`src/rtl/mgc_out_fifo_wait_grn.sv`:
```
// mgc_out_fifo_wait_grn
//
// Buffered output channel between the green-tint datapath core and the pixel
// sink. Words written by the core (ld/vd handshake) are held in a circular
// register array and presented in order to the consumer (lz/vz handshake).
//
// Parameters:
//   rscid   - resource ID, informational only
//   width   - data word width in bits
//   fifo_sz - depth in words, 1..256, any integer
//   ph_log2 - ceil(log2(fifo_sz)); sizes the pointers, sz is ph_log2+1 bits
//
// Ports:
//   clk  in   clock, rising edge
//   srst in   synchronous reset, active-high, wins over en
//   en   in   clock enable; when low nothing moves
//   ld   in   core write request
//   vd   out  FIFO can accept a write (not full)
//   d    in   core write data
//   lz   out  head word valid (not empty)
//   vz   in   consumer ready
//   z    out  head word, zero while empty
//   sz   out  current occupancy 0..fifo_sz
//
// Build option:
//   MGC_OUT_FIFO_BYPASS_EN - when defined and the FIFO is empty, ld/d are
//   forwarded combinationally to lz/z and a word taken in the same cycle is
//   never stored. When undefined, all outputs are register-derived.

module mgc_out_fifo_wait_grn #(
  parameter int rscid   = 0,
  parameter int width   = 8,
  parameter int fifo_sz = 8,
  parameter int ph_log2 = 3
) (
  input  logic               clk,
  input  logic               srst,
  input  logic               en,
  input  logic               ld,
  output logic               vd,
  input  logic [width-1:0]   d,
  output logic               lz,
  input  logic               vz,
  output logic [width-1:0]   z,
  output logic [ph_log2:0]   sz
);

  // A depth-1 FIFO has ph_log2 = 0; keep a 1-bit pointer that simply stays 0.
  localparam int PtrW = (ph_log2 > 0) ? ph_log2 : 1;
  localparam int CntW = ph_log2 + 1;

  localparam logic [PtrW-1:0] PtrLast = PtrW'(fifo_sz - 1);
  localparam logic [CntW-1:0] CntFull = CntW'(fifo_sz);

  logic [width-1:0] mem [fifo_sz];

  logic [PtrW-1:0] wp_q, wp_d;
  logic [PtrW-1:0] rp_q, rp_d;
  logic [CntW-1:0] cnt_q, cnt_d;

  logic empty;
  logic full;
  logic byp_take;
  logic wr_fire;
  logic rd_fire;

  // The resource ID has no functional effect.
  logic [31:0] unused_rscid;
  assign unused_rscid = rscid;

  // Circular advance that also handles non-power-of-two depths.
  function automatic logic [PtrW-1:0] ptr_next(input logic [PtrW-1:0] p);
    return (p == PtrLast) ? '0 : p + PtrW'(1);
  endfunction

  assign empty = (cnt_q == '0);
  assign full  = (cnt_q == CntFull);

  // Ready comes from the registered count only, so a full FIFO refuses a
  // write even when a read frees a slot in the same cycle.
  assign vd = ~full;
  assign sz = cnt_q;

`ifdef MGC_OUT_FIFO_BYPASS_EN
  // Empty and the consumer takes the word right away: it never enters storage.
  assign byp_take = empty & en & ld & vz;
  assign lz       = ~empty | ld;

  always_comb begin
    z = '0;
    if (!empty) begin
      z = mem[rp_q];
    end else if (ld) begin
      z = d;
    end
  end
`else
  assign byp_take = 1'b0;
  assign lz       = ~empty;

  always_comb begin
    z = '0;
    if (!empty) begin
      z = mem[rp_q];
    end
  end
`endif

  assign wr_fire = en & ld & ~full & ~byp_take;
  assign rd_fire = en & vz & ~empty;

  always_comb begin
    wp_d  = wp_q;
    rp_d  = rp_q;
    cnt_d = cnt_q;
    if (wr_fire) begin
      wp_d = ptr_next(wp_q);
    end
    if (rd_fire) begin
      rp_d = ptr_next(rp_q);
    end
    case ({wr_fire, rd_fire})
      2'b10:   cnt_d = cnt_q + CntW'(1);
      2'b01:   cnt_d = cnt_q - CntW'(1);
      default: cnt_d = cnt_q;
    endcase
  end

  always_ff @(posedge clk) begin
    if (srst) begin
      wp_q  <= '0;
      rp_q  <= '0;
      cnt_q <= '0;
    end else begin
      wp_q  <= wp_d;
      rp_q  <= rp_d;
      cnt_q <= cnt_d;
    end
  end

  // Storage is not cleared on reset; a write in the reset cycle is discarded.
  always_ff @(posedge clk) begin
    if (!srst && wr_fire) begin
      mem[wp_q] <= d;
    end
  end

endmodule

```
`config.mk`:
```
export PLATFORM = sky130hd
export DESIGN_NAME = mgc_out_fifo_wait_grn
export DESIGN_NICKNAME = d
export VERILOG_FILES = /design/src/rtl/mgc_out_fifo_wait_grn.sv
export SDC_FILE = /design/constraint.sdc
export NUM_CORES = 1
export LEC_CHECK = 0
export CAP_MARGIN = 15
export CORE_AREA = 2 2 82 84
export CTS_CLUSTER_DIAMETER = 50
export DETAILED_ROUTE_END_ITERATION = 12
export DIE_AREA = 0 0 84 86
export PLACE_DENSITY = 0.78
export SLEW_MARGIN = 20
export SYNTH_ARGS = -nofsm -noshare
export SYNTH_HDL_FRONTEND = slang
export SYNTH_SLANG_ARGS = --single-unit
```
`constraint.sdc`:
```
create_clock -name clk -period 2.4 [get_ports clk]
set_clock_uncertainty 0.2 [all_clocks]
set_input_delay 0.48 -clock clk [delete_from_list [all_inputs] [get_ports clk]]
set_output_delay 0.48 -clock clk [all_outputs]
set_load 0.05 [all_outputs]
```
==> qor.yml <==
drt:
  via_per_inst: 5.43
  vias: 1781
  route.detailed.wl_per_inst_um: 18.2
  drt-initial-drc-count: 63
  drc: 0
  drtAntennaViolNets: 0
  totalWireLength_um: 5980
  firstDrtPassIters: 5
clocking:
  cts-root-buf: "clkbuf_8"
  cts_made_buffers: 9
  cts_tree: "yes"
  cts_sinks: 77
  clock_path_buffers: 2
  path_clk_slew_ns: 0.07
  htree_levels: 3
  holdBufCountCts: 0
  clk_latency_ns: 0.34
logic_synthesis:
  synth_top_area_share_pct: 60.9
  synth_edf_count: 64
  netlist_top_cells_area: "edfxtp_1, mux4_2, dfxtp_1"
  synthesis.nets: 203
  synthCells: 183
  synth_cell_types: 35
  syn-mean-instance-area_um2: 17.2
  yosys.area.top_type: "edfxtp_1"
  ys_seq_area_share_pct: 69.2
  synthesis.area_um2: 3160
  ys_ff_latch: 77
  yosys_warnings: 0
  synth_ff_type: "edfxtp_1"
  async_flop_share_pct: 0
floorplanning:
  fp.dieH_um: 86
  die_x_um: 84
  ios: 27
  start_util_pct: 50.3
  die_area_um2: 7220
  core_um2: 6280
  row_count: 29
final_layout:
  syn_to_final_growth_pct: 27.7
  mostFrequentLayoutCells: "edfxtp_1, buf_4, mux4_2, nor2_1, clkdlybuf4s50_1"
  fillers: 439
  design_area_um2: 4030
  utilization_pct: 64.2
  diodes: 0
  final_nets: 266
  drive_gt1_share_pct: 37.5
  finalNonFillerCells: 328
  final_common_cell: "edfxtp_1"
worst_setup_path:
  worstPathArrival_ns: 2.64
  endpoint_kind: "register"
  critPathRequiredTime_ns: 2.47
  critPathKind: "reg2reg"
  start_kind: "register"
  reg2reg_slack_ns: -0.17
  critPathMaxFanout: 4
global_routing:
  grt_use_total_pct: 18.1
  grt_max_degree: 17
  antenna_found_initial: 0
  gr-total-overflow: 0
  grt_pass1_vias: 1842
  grt_pass1_wl_um: 9510
power_and_ir_drop:
  power_w: 0.00301
  p_per_area_nw_per_um2: 748
  p_leak_nw: 1.38
  vdd.ir_drop.worst_mv: 0.412
placed_design:
  placed_area_um2: 3730
  place.gp.congestion: 0.753
  place_inst: 309
  place_ws_ns: -0.338
  post-dp-hpwl_um: 3780
  numPortBuffers: 26
sta:
  slew_headroom_pct: 67.0
  final_max_slew_viol_count: 0
  min_period_ns: 2.57
  rsz0062_at_grt: "true"
  hold_violations: 0
  fin_ws_ns: -0.168
  tightest_slew_ns: 0.493
  fmax_mhz: 389
  finalSetupViolations: 9
  fin_crit_sh_pct: 107
run_status:
  outcome: "complete, but fails checks"
  violations: "setup timing"
worst_hold_path:
  hp-class: "reg2reg"
flow_run:
  maxCapViolations: 0
==> per-stage QoR <==
step	setup TNS, ns	hold slack [ns]
after global placement	-0.831	0.270
after floorplan	-2.64	0.250
final	-0.392	0.299
after global routing	-1.18	0.334
after CTS	-0.598	0.295
after detailed placement	-1.99	0.286
==> final cells by class <==
cell class | count | area [um2] | area share (%)
Clock buffer | 11 | 131 | 3.26
Clock inverter | 5 | 51.3 | 1.27
Inverter | 3 | 21.3 | 0.528
Timing Repair Buffer | 59 | 553 | 13.7
Sequential cell | 77 | 2200 | 54.5
Tap cell | 77 | 96.3 | 2.39
Multi-Input combinational cell | 96 | 978 | 24.3
==> what timing repair did <==
item / 4_1_cts / 5_1_grt
setup endpoints to repair: 10 / 10
gates resized for setup: 15 / 5
pin swaps: 4 / 8
cloned: 1 / 0
setup buffers: 1 / 3
endpoints found under the hold margin: 0 / 0
==> logic make-up after synthesis <==
logic type	share of synthesized area [%]
AO/OA/AOI/OAI	2.26
XOR/XNOR	0.833
adder cells (fa/ha/maj)	2.78
buffers and inverters	1.78
flip-flops	69.2
multiplexers	14.6
AND/OR/NAND/NOR	8.56
==> state kept, by name (all words and copies together) (netlist names), named ones only <==
| name | flops |
|---|---|
| sz | 4 |
| mem | 64 |
| wp_q | 3 |
| rp_q | 3 |
==> synthesized netlist by cell type (all sizes together), types with 2 or more instances <==
master	n
ha	7
dfxtp	13
a21oi	10
or3	3
buf	6
nand3b	4
mux4	16
nand2	11
mux2i	9
and3	3
edfxtp	64
xor2	3
nor2	17
nor4	2
inv	2
==> per-layer routing <==
layer	vias to the layer above	GRT usage [%]	share of wire, %
li1	840	-	-
met1	884	24.0	44
met2	46	28.7	50
met3	11	3.46	4.5
met4	0	9.97	2.2
met5	-	0	0
==> power by group <==
part | switching, W | internal [W] | leakage [nW]
Combinational | 0.000358 | 0.000263 | 0.607
Sequential | 0.0000155 | 0.00147 | 0.685
Clock | 0.000436 | 0.000474 | 0.0924
==> worst paths after layout <==
path | startpoint | end | depth (start not counted)
worst min-delay path | rp_q[1]$_SDFFE_PP0N_ | rp_q[1]$_SDFFE_PP0N_ | 2
worst min register to register | rp_q[1]$_SDFFE_PP0N_ | rp_q[1]$_SDFFE_PP0N_ | 2
worst max register to register | sz[3]$_SDFFE_PP0P_ | sz[2]$_SDFFE_PP0P_ | 12
worst max-delay path | sz[3]$_SDFFE_PP0P_ | sz[2]$_SDFFE_PP0P_ | 12
==> worst max-delay path: stages (launching register included) <==
cell     delay [ns]
dfxtp_4        0.34
buf_4          0.14
nor4_4         0.36
inv_4          0.07
nand3_4        0.10
inv_4          0.05
ha_4           0.17
xor2_1         0.14
ha_2           0.18
a21oi_2        0.16
xor2_1         0.12
or3_1          0.34
a21oi_2        0.12
Note: power is estimated with default switching activity, not from simulation.
